<file path="config.mk">
export PLATFORM = sky130hd
export DESIGN_NAME = im_fetch_ctrl_flat
export DESIGN_NICKNAME = d
export VERILOG_FILES = /design/src/rtl/im_fetch_ctrl_pkg.sv /design/src/rtl/im_fetch_ctrl_if.sv /design/src/rtl/im_fetch_ctrl_dbg_arb.sv /design/src/rtl/im_fetch_ctrl.sv /design/src/flat_wrapper.sv
export SDC_FILE = /design/constraint.sdc
export NUM_CORES = 1
export LEC_CHECK = 0
export CAP_MARGIN = 10
export CORE_ASPECT_RATIO = 0.7
export CORE_MARGIN = 4
export CORE_UTILIZATION = 65
export CTS_CLUSTER_DIAMETER = 50
export CTS_CLUSTER_SIZE = 8
export DETAILED_ROUTE_END_ITERATION = 16
export DONT_BUFFER_PORTS = 1
export GPL_ROUTABILITY_DRIVEN = 0
export PLACE_DENSITY = 0.83
export SYNTH_ARGS = -nofsm -noshare
export SYNTH_HDL_FRONTEND = slang
export SYNTH_SLANG_ARGS = --single-unit
</file>
<file path="constraint.sdc">
create_clock -name clk -period 4.8 [get_ports clk]
set_input_delay 1.2 -clock clk [delete_from_list [all_inputs] [get_ports clk]]
set_output_delay 1.2 -clock clk [all_outputs]
set_load 0.005 [all_outputs]
</file>
<file path="src/rtl/im_fetch_ctrl_pkg.sv">
// Shared definitions for the instruction-memory fetch controller.
//   state_e        : controller state encoding, visible on state_o
//   DefaultResetPc : byte PC loaded by reset unless overridden
//   align_pc       : clears the byte-offset bits of a PC
package im_fetch_ctrl_pkg;

  typedef enum logic [1:0] {
    StIdle   = 2'd0,
    StRun    = 2'd1,
    StHalted = 2'd2
  } state_e;

  localparam logic [31:0] DefaultResetPc = 32'h0000_0000;

  function automatic logic [31:0] align_pc(input logic [31:0] pc);
    return {pc[31:2], 2'b00};
  endfunction

endpackage

</file>
<file path="src/rtl/im_fetch_ctrl_if.sv">
// Bus bundle between the fetch controller and its neighbours.
//   Fetch slot : if_valid, if_inst, if_pc (to decode); id_ready (from decode)
//   ROM        : rom_addr (to ROM); rom_data (combinational read data)
//   Debug port : dbg_req, dbg_addr (from board); dbg_gnt, dbg_data (to board)
// master = fetch controller, slave = the surrounding CPU/board side.
interface im_fetch_ctrl_if #(
  parameter int unsigned DataWidth = 32,
  parameter int unsigned AddrWidth = 10
);

  logic                 if_valid;
  logic [DataWidth-1:0] if_inst;
  logic [31:0]          if_pc;
  logic                 id_ready;

  logic [AddrWidth-1:0] rom_addr;
  logic [DataWidth-1:0] rom_data;

  logic                 dbg_req;
  logic [AddrWidth-1:0] dbg_addr;
  logic                 dbg_gnt;
  logic [DataWidth-1:0] dbg_data;

  modport master (
    output if_valid, if_inst, if_pc, rom_addr, dbg_gnt, dbg_data,
    input  id_ready, rom_data, dbg_req, dbg_addr
  );

  modport slave (
    input  if_valid, if_inst, if_pc, rom_addr, dbg_gnt, dbg_data,
    output id_ready, rom_data, dbg_req, dbg_addr
  );

endinterface

</file>
<file path="src/rtl/im_fetch_ctrl_dbg_arb.sv">
// Debug-read arbiter sharing the instruction ROM with the fetch path.
// Ports:
//   clk_i, rst_ni   : clock; synchronous active-low reset
//   dbg_req_i/addr_i: board read request (held until grant) and word index
//   need_i          : fetch path wants the ROM this cycle
//   pc_word_i       : fetch word index
//   rom_data_i      : combinational ROM read data
//   rom_addr_o      : muxed ROM address
//   steal_o         : debug takes this cycle from a wanting fetch path
//   dbg_gnt_o       : one-cycle grant, dbg_data_o valid with it
module im_fetch_ctrl_dbg_arb #(
  parameter int unsigned DataWidth  = 32,
  parameter int unsigned AddrWidth  = 10,
  parameter int unsigned DbgMaxWait = 8
) (
  input  logic                 clk_i,
  input  logic                 rst_ni,
  input  logic                 dbg_req_i,
  input  logic [AddrWidth-1:0] dbg_addr_i,
  input  logic                 need_i,
  input  logic [AddrWidth-1:0] pc_word_i,
  input  logic [DataWidth-1:0] rom_data_i,
  output logic [AddrWidth-1:0] rom_addr_o,
  output logic                 steal_o,
  output logic                 dbg_gnt_o,
  output logic [DataWidth-1:0] dbg_data_o
);

  localparam int unsigned CntW = (DbgMaxWait < 1) ? 1 : $clog2(DbgMaxWait + 1);
  localparam logic [CntW-1:0] WaitMax = CntW'(DbgMaxWait);

  logic [CntW-1:0]      wait_q, wait_d;
  logic                 dbg_gnt_q;
  logic [DataWidth-1:0] dbg_data_q;
  logic                 dbg_sel;

  // Starved long enough: take the ROM even though fetch wants it.
  assign steal_o    = dbg_req_i && (wait_q == WaitMax);
  assign dbg_sel    = dbg_req_i && (!need_i || steal_o);
  assign rom_addr_o = dbg_sel ? dbg_addr_i : pc_word_i;
  assign dbg_gnt_o  = dbg_gnt_q;
  assign dbg_data_o = dbg_data_q;

  always_comb begin
    wait_d = '0;
    if (dbg_sel) begin
      wait_d = '0;
    end else if (dbg_req_i) begin
      wait_d = (wait_q == WaitMax) ? wait_q : wait_q + CntW'(1);
    end
  end

  always_ff @(posedge clk_i) begin
    if (!rst_ni) begin
      wait_q     <= '0;
      dbg_gnt_q  <= 1'b0;
      dbg_data_q <= '0;
    end else begin
      wait_q    <= wait_d;
      dbg_gnt_q <= dbg_sel;
      if (dbg_sel) begin
        dbg_data_q <= rom_data_i;
      end
    end
  end

endmodule

</file>
<file path="src/rtl/im_fetch_ctrl.sv">
// Instruction fetch controller: owns the PC, drives the instruction ROM and
// registers {pc, inst} into a valid/ready slot for decode.
// Ports:
//   clk, rst_n      : clock; synchronous active-low reset
//   start, halt_req : run control pulses (halt wins when both are high)
//   redirect_valid/redirect_pc : branch/jump target, flushes the slot
//   bus             : slot, ROM and debug-port signals (master side)
//   state_o         : 0 idle, 1 run, 2 halted
//   fetch_cnt       : instructions delivered to the slot since reset
//   misalign_err    : one-cycle pulse on a redirect with nonzero byte offset
module im_fetch_ctrl
  import im_fetch_ctrl_pkg::*;
#(
  parameter int unsigned DataWidth  = 32,
  parameter int unsigned AddrWidth  = 10,
  parameter logic [31:0] ResetPc    = DefaultResetPc,
  parameter int unsigned DbgMaxWait = 8
) (
  input  logic                   clk,
  input  logic                   rst_n,
  input  logic                   start,
  input  logic                   halt_req,
  input  logic                   redirect_valid,
  input  logic [31:0]            redirect_pc,
  im_fetch_ctrl_if.master        bus,
  output logic [1:0]             state_o,
  output logic [31:0]            fetch_cnt,
  output logic                   misalign_err
);

  state_e               state_q, state_d;
  logic [31:0]          pc_q;
  logic                 valid_q;
  logic [DataWidth-1:0] inst_q;
  logic [31:0]          if_pc_q;
  logic [31:0]          cnt_q;
  logic                 misalign_q;

  logic                 need;
  logic                 steal;
  logic                 fetch_fire;

  assign need       = (state_q == StRun) && (!valid_q || bus.id_ready);
  assign fetch_fire = need && !steal && !redirect_valid && !halt_req;

  im_fetch_ctrl_dbg_arb #(
    .DataWidth (DataWidth),
    .AddrWidth (AddrWidth),
    .DbgMaxWait(DbgMaxWait)
  ) u_dbg_arb (
    .clk_i     (clk),
    .rst_ni    (rst_n),
    .dbg_req_i (bus.dbg_req),
    .dbg_addr_i(bus.dbg_addr),
    .need_i    (need),
    .pc_word_i (pc_q[AddrWidth+1:2]),
    .rom_data_i(bus.rom_data),
    .rom_addr_o(bus.rom_addr),
    .steal_o   (steal),
    .dbg_gnt_o (bus.dbg_gnt),
    .dbg_data_o(bus.dbg_data)
  );

  always_comb begin
    state_d = state_q;
    case (state_q)
      StIdle:   if (start && !halt_req) state_d = StRun;
      StRun:    if (halt_req)           state_d = StHalted;
      StHalted: if (start && !halt_req) state_d = StRun;
      default:                          state_d = StIdle;
    endcase
  end

  always_ff @(posedge clk) begin
    if (!rst_n) begin
      state_q    <= StIdle;
      pc_q       <= ResetPc;
      valid_q    <= 1'b0;
      inst_q     <= '0;
      if_pc_q    <= '0;
      cnt_q      <= '0;
      misalign_q <= 1'b0;
    end else begin
      state_q    <= state_d;
      misalign_q <= redirect_valid && (|redirect_pc[1:0]);
      // Redirect beats fetch; a slot that is neither refilled nor held drains.
      if (redirect_valid) begin
        pc_q    <= align_pc(redirect_pc);
        valid_q <= 1'b0;
      end else if (fetch_fire) begin
        inst_q  <= bus.rom_data;
        if_pc_q <= pc_q;
        valid_q <= 1'b1;
        pc_q    <= pc_q + 32'd4;
        cnt_q   <= cnt_q + 32'd1;
      end else if (valid_q && bus.id_ready) begin
        valid_q <= 1'b0;
      end
    end
  end

  assign bus.if_valid = valid_q;
  assign bus.if_inst  = inst_q;
  assign bus.if_pc    = if_pc_q;
  assign state_o      = state_q;
  assign fetch_cnt    = cnt_q;
  assign misalign_err = misalign_q;

endmodule

</file>
<file path="src/flat_wrapper.sv">
// flat-port wrapper written by rule: the top's interface ports become plain ports
module im_fetch_ctrl_flat import im_fetch_ctrl_pkg::*;
#(
  parameter int unsigned DataWidth  = 32,
  parameter int unsigned AddrWidth  = 10,
  parameter logic [31:0] ResetPc    = DefaultResetPc,
  parameter int unsigned DbgMaxWait = 8
)
  (clk, rst_n, start, halt_req, redirect_valid, redirect_pc, state_o, fetch_cnt, misalign_err, bus_if_valid, bus_if_inst, bus_if_pc, bus_rom_addr, bus_dbg_gnt, bus_dbg_data, bus_id_ready, bus_rom_data, bus_dbg_req, bus_dbg_addr);
  im_fetch_ctrl_if #(.DataWidth(DataWidth), .AddrWidth(AddrWidth)) bus_i ();
  input  logic clk;
  input  logic rst_n;
  input  logic start;
  input  logic halt_req;
  input  logic redirect_valid;
  input  logic [31:0] redirect_pc;
  output logic [1:0] state_o;
  output logic [31:0] fetch_cnt;
  output logic misalign_err;
  output wire logic [$bits(bus_i.if_valid)-1:0] bus_if_valid;
  output wire logic [$bits(bus_i.if_inst)-1:0] bus_if_inst;
  output wire logic [$bits(bus_i.if_pc)-1:0] bus_if_pc;
  output wire logic [$bits(bus_i.rom_addr)-1:0] bus_rom_addr;
  output wire logic [$bits(bus_i.dbg_gnt)-1:0] bus_dbg_gnt;
  output wire logic [$bits(bus_i.dbg_data)-1:0] bus_dbg_data;
  input wire logic [$bits(bus_i.id_ready)-1:0] bus_id_ready;
  input wire logic [$bits(bus_i.rom_data)-1:0] bus_rom_data;
  input wire logic [$bits(bus_i.dbg_req)-1:0] bus_dbg_req;
  input wire logic [$bits(bus_i.dbg_addr)-1:0] bus_dbg_addr;
  assign bus_if_valid = bus_i.if_valid;
  assign bus_if_inst = bus_i.if_inst;
  assign bus_if_pc = bus_i.if_pc;
  assign bus_rom_addr = bus_i.rom_addr;
  assign bus_dbg_gnt = bus_i.dbg_gnt;
  assign bus_dbg_data = bus_i.dbg_data;
  assign bus_i.id_ready = bus_id_ready;
  assign bus_i.rom_data = bus_rom_data;
  assign bus_i.dbg_req = bus_dbg_req;
  assign bus_i.dbg_addr = bus_dbg_addr;
  im_fetch_ctrl #(.DataWidth(DataWidth), .AddrWidth(AddrWidth), .ResetPc(ResetPc), .DbgMaxWait(DbgMaxWait)) u_core (.clk(clk), .rst_n(rst_n), .start(start), .halt_req(halt_req), .redirect_valid(redirect_valid), .redirect_pc(redirect_pc), .bus(bus_i), .state_o(state_o), .fetch_cnt(fetch_cnt), .misalign_err(misalign_err));
endmodule
</file>
==> results.py <==
metrics = {
    "status": {
        "run_status": "finished clean",
    },
    "power_and_ir_drop": {
        "combPwrFrac_pct": 4.6,
        "power_frac_clock_pct": 45.8,
        "internal_power_w": 0.002253,
        "net_switching_component_of_the_power_w": 0.0006844,
        "seqPwrFrac_pct": 49.6,
        "max-vdd-ir-drop_mv": 0.3312,
        "cellPowerDensity_nw_per_um2": 399.4,
        "static-leakage-power_nw": 2.457,
        "power_switching_share_pct": 23.30,
    },
    "final_layout": {
        "layout-drive-gt1-share_pct": 5.332,
        "finish.instance_area_um2": 7355,
        "finish.net_count": 917,
        "synthToLayoutAreaGrowth_pct": 9.054,
        "register_area_um2": 3303,
        "layout_common_cells": "sky130_fd_sc_hd__nand2_1 (236), sky130_fd_sc_hd__dfxtp_1 (165), sky130_fd_sc_hd__a21oi_1 (131)",
        "multi_input_logic_area_um2": 3169,
        "antenna_cells_inserted": 0,
        "mostFrequentLayoutCell": "sky130_fd_sc_hd__nand2_1",
        "nFillCells": 758,
    },
    "logic_synthesis": {
        "synth_edf_count": 0,
        "mapped_area_um2": 6744,
        "synth.largest_area_cell": "sky130_fd_sc_hd__dfxtp_1",
        "synth_area_leaders": "sky130_fd_sc_hd__dfxtp_1 (49%), sky130_fd_sc_hd__nand2_1 (13%), sky130_fd_sc_hd__a21oi_1 (9.7%)",
        "asyncSetResetFlopFracSynth_pct": 0,
        "synth_flop_cell": "sky130_fd_sc_hd__dfxtp_1",
        "synth-seq-cells": 165,
        "synth_cell_types": 40,
        "synthCells": 861,
        "synth.yosys.seq_area_share_pct": 48.98,
        "synth.top_cell.area_share_pct": 48.98,
        "syn_area_per_cell_um2": 7.833,
        "yosysWarnings": 0,
    },
    "floorplanning": {
        "die_h_um": 93.22,
        "die_area_um2": 12090,
        "initial_utilization_pct": 68.06,
        "core_region_area_um2": 9910,
        "dieWidth_um": 129.7,
        "floorplan.io_pins": 224,
        "rows": 30,
    },
    "sta": {
        "worst_slew_pin_slew_ns": 0.9356,
        "worst_slack_ns": 0.9691,
        "fmaxAchievable_mhz": 261.0,
        "post-route-min-period_ns": 3.831,
        "drv_slew": 0,
        "period_share_pct": 79.81,
        "rsz0062_at_grt": "false",
        "report.final.hold_viol_count": 0,
        "timing.slew.headroom_pct": 37.63,
        "tns_ns": 0,
        "setup_violations": 0,
        "worst_clock_skew_ns": 0.01201,
    },
    "detailed_routing": {
        "route.top_layer_used": "met4",
        "met3_wl_post_dr_mm": 1.816,
        "firstDrtPassIters": 5,
        "num_vias": 5898,
        "post_drt_wl_per_cell_um": 18.27,
        "wl_met1_mm": 6.684,
        "routed_wirelength_mm": 17.76,
        "routed-wl-met2_mm": 8.831,
        "first_iter_violations": 440,
        "number_of_routed_nets_with_antenna_violations": 0,
        "post-route-drc-count": 0,
        "via_per_inst": 6.068,
    },
    "worst_hold_path": {
        "min_path_type": "register to register",
        "min-delay-start": "u_core.bus.if_pc[27]",
    },
    "setup_path": {
        "worst_r2r_startpoint": "u_core.u_dbg_arb.wait_q[0]",
        "worst-endpoint-required_ns": 3.60,
        "critPathCaptureType": "output port",
        "critPathKind": "input pin to output port",
        "arrival_ns": 2.63,
        "crit_start": "bus_dbg_req",
        "critical_path_fanout_max": 25,
        "start_kind": "input pin",
    },
    "cts": {
        "clk_pin_slew_worst_paths_ns": 0.06,
        "postCtsSetupBuffers": 0,
        "cts.path.max_buffers": 2,
        "postCtsResizedCells": 0,
        "tritoncts_clock_tree": "done",
        "clock_insertion_delay_worst_skew_ns": 0.42,
        "hold_bufs_at_cts": 0,
        "clock-sinks": 165,
        "tritoncts.num_buffers": 17,
        "htreeDepth": 4,
        "cts_root_buffer": "sky130_fd_sc_hd__clkbuf_16",
    },
    "placement": {
        "placed_area_um2": 6770,
        "placement.setup.worst_slack_ns": 0.9765,
        "port_buffers": 0,
        "dp.final_hpwl_mm": 12.31,
    },
    "grt": {
        "grt_pass1_wl_mm": 28.11,
        "antenna_found_initial": 0,
        "vias_in_the_first_global_route": 5731,
        "grtUsageTotal_pct": 28.81,
        "grt_start_max_net_pins": 97,
        "global_route.overflow_total": 0,
    },
    "run": {
        "max_cap_viol_count": 0,
    },
}
-- area by class of cell --
class	instances	area share, %
Clock buffer	21	6.261
Clock inverter	10	1.684
Inverter	16	0.8506
Sequential cell	165	44.91
Multi-Input combinational cell	622	43.09
Timing Repair Buffer	10	1.021
Tap cell	128	2.178
-- power groups by stage --
stage | combinational (W) | clock [W] | sequential [W]
finish | 0.000136 | 0.00134 | 0.00146
global route | 0.000155 | 0.00141 | 0.00146
CTS | 0.000136 | 0.00135 | 0.00146
detailed placement | 0.000134 | 0 | 0.00149
global placement | 0.000128 | 0 | 0.00148
floorplan | 0.000112 | 0 | 0.00147
-- metal layers --
layer	vias up	global-route usage [%]
li1	2837	-
met1	2754	33.91
met2	273	48.37
met3	34	8.904
met4	0	12.80
met5	-	0
-- state kept, by name, indices dropped and copies added, names as in the netlist --
register / cells
u_core.bus.if_inst: 32
u_core.bus.if_pc: 30
u_core.bus.if_valid: 1
u_core.fetch_cnt: 32
u_core.misalign_err: 1
u_core.pc_q: 30
u_core.state_o: 2
u_core.u_dbg_arb.dbg_data_o: 32
u_core.u_dbg_arb.dbg_gnt_o: 1
u_core.u_dbg_arb.wait_q: 4
-- worst max-delay path, cell delays in order --
cell and delay [ns]:
sky130_fd_sc_hd__and4b_1 0.20, sky130_fd_sc_hd__or3_1 0.32, sky130_fd_sc_hd__nand2_1 0.63, sky130_fd_sc_hd__nand2_1 0.13, sky130_fd_sc_hd__nand2_1 0.13
-- cells by family after synthesis --
kind of cell	after synthesis	share of synthesized area [%]
simple gates	387	25.66
compound gates	177	13.43
flops	165	48.98
buf+inv	75	4.323
xor+xnor	49	6.364
fa+ha+maj	4	0.7421
mux	3	0.4453
other cells	1	0.05561
-- synthesized netlist by cell type, drive strengths merged, types with 2 or more instances --
cell,number
a211oi,2
a21oi,131
xnor2,35
nand4,21
nor4,16
nor2,39
a31oi,2
nand3,17
and2,2
buf,6
clkbuf,53
ha,4
nor2b,2
o31ai,2
dfxtp,165
mux2i,3
xor2,14
or4,5
and3,2
nand2b,3
o21ai,38
nand2,236
inv,15
nor3,18
and4,8
or3,12
-- final timing paths --
path,endpoint,slack [ns],cells after the start
worst max-delay path,bus_rom_addr[2],0.97,5
worst min-delay path,u_core.bus.if_pc[27],0.48,2
worst max register to register,u_core.fetch_cnt[29],1.60,8
worst min register to register,u_core.bus.if_pc[27],0.48,2
-- through the flow --
stage,instances,total power [W],hold WS [ns],utilization (%)
5_1_grt,972,0.003031,0.4964,74.22
3_3_place_gp,941,0.001612,0.4398,68.32
4_1_cts,972,0.002943,0.4766,74.22
6_report,972,0.002938,0.4753,74.22
3_5_place_dp,941,0.001622,0.4690,68.32
2_1_floorplan,862,0.001584,0.4297,-
(Power assumes the default switching activity.)
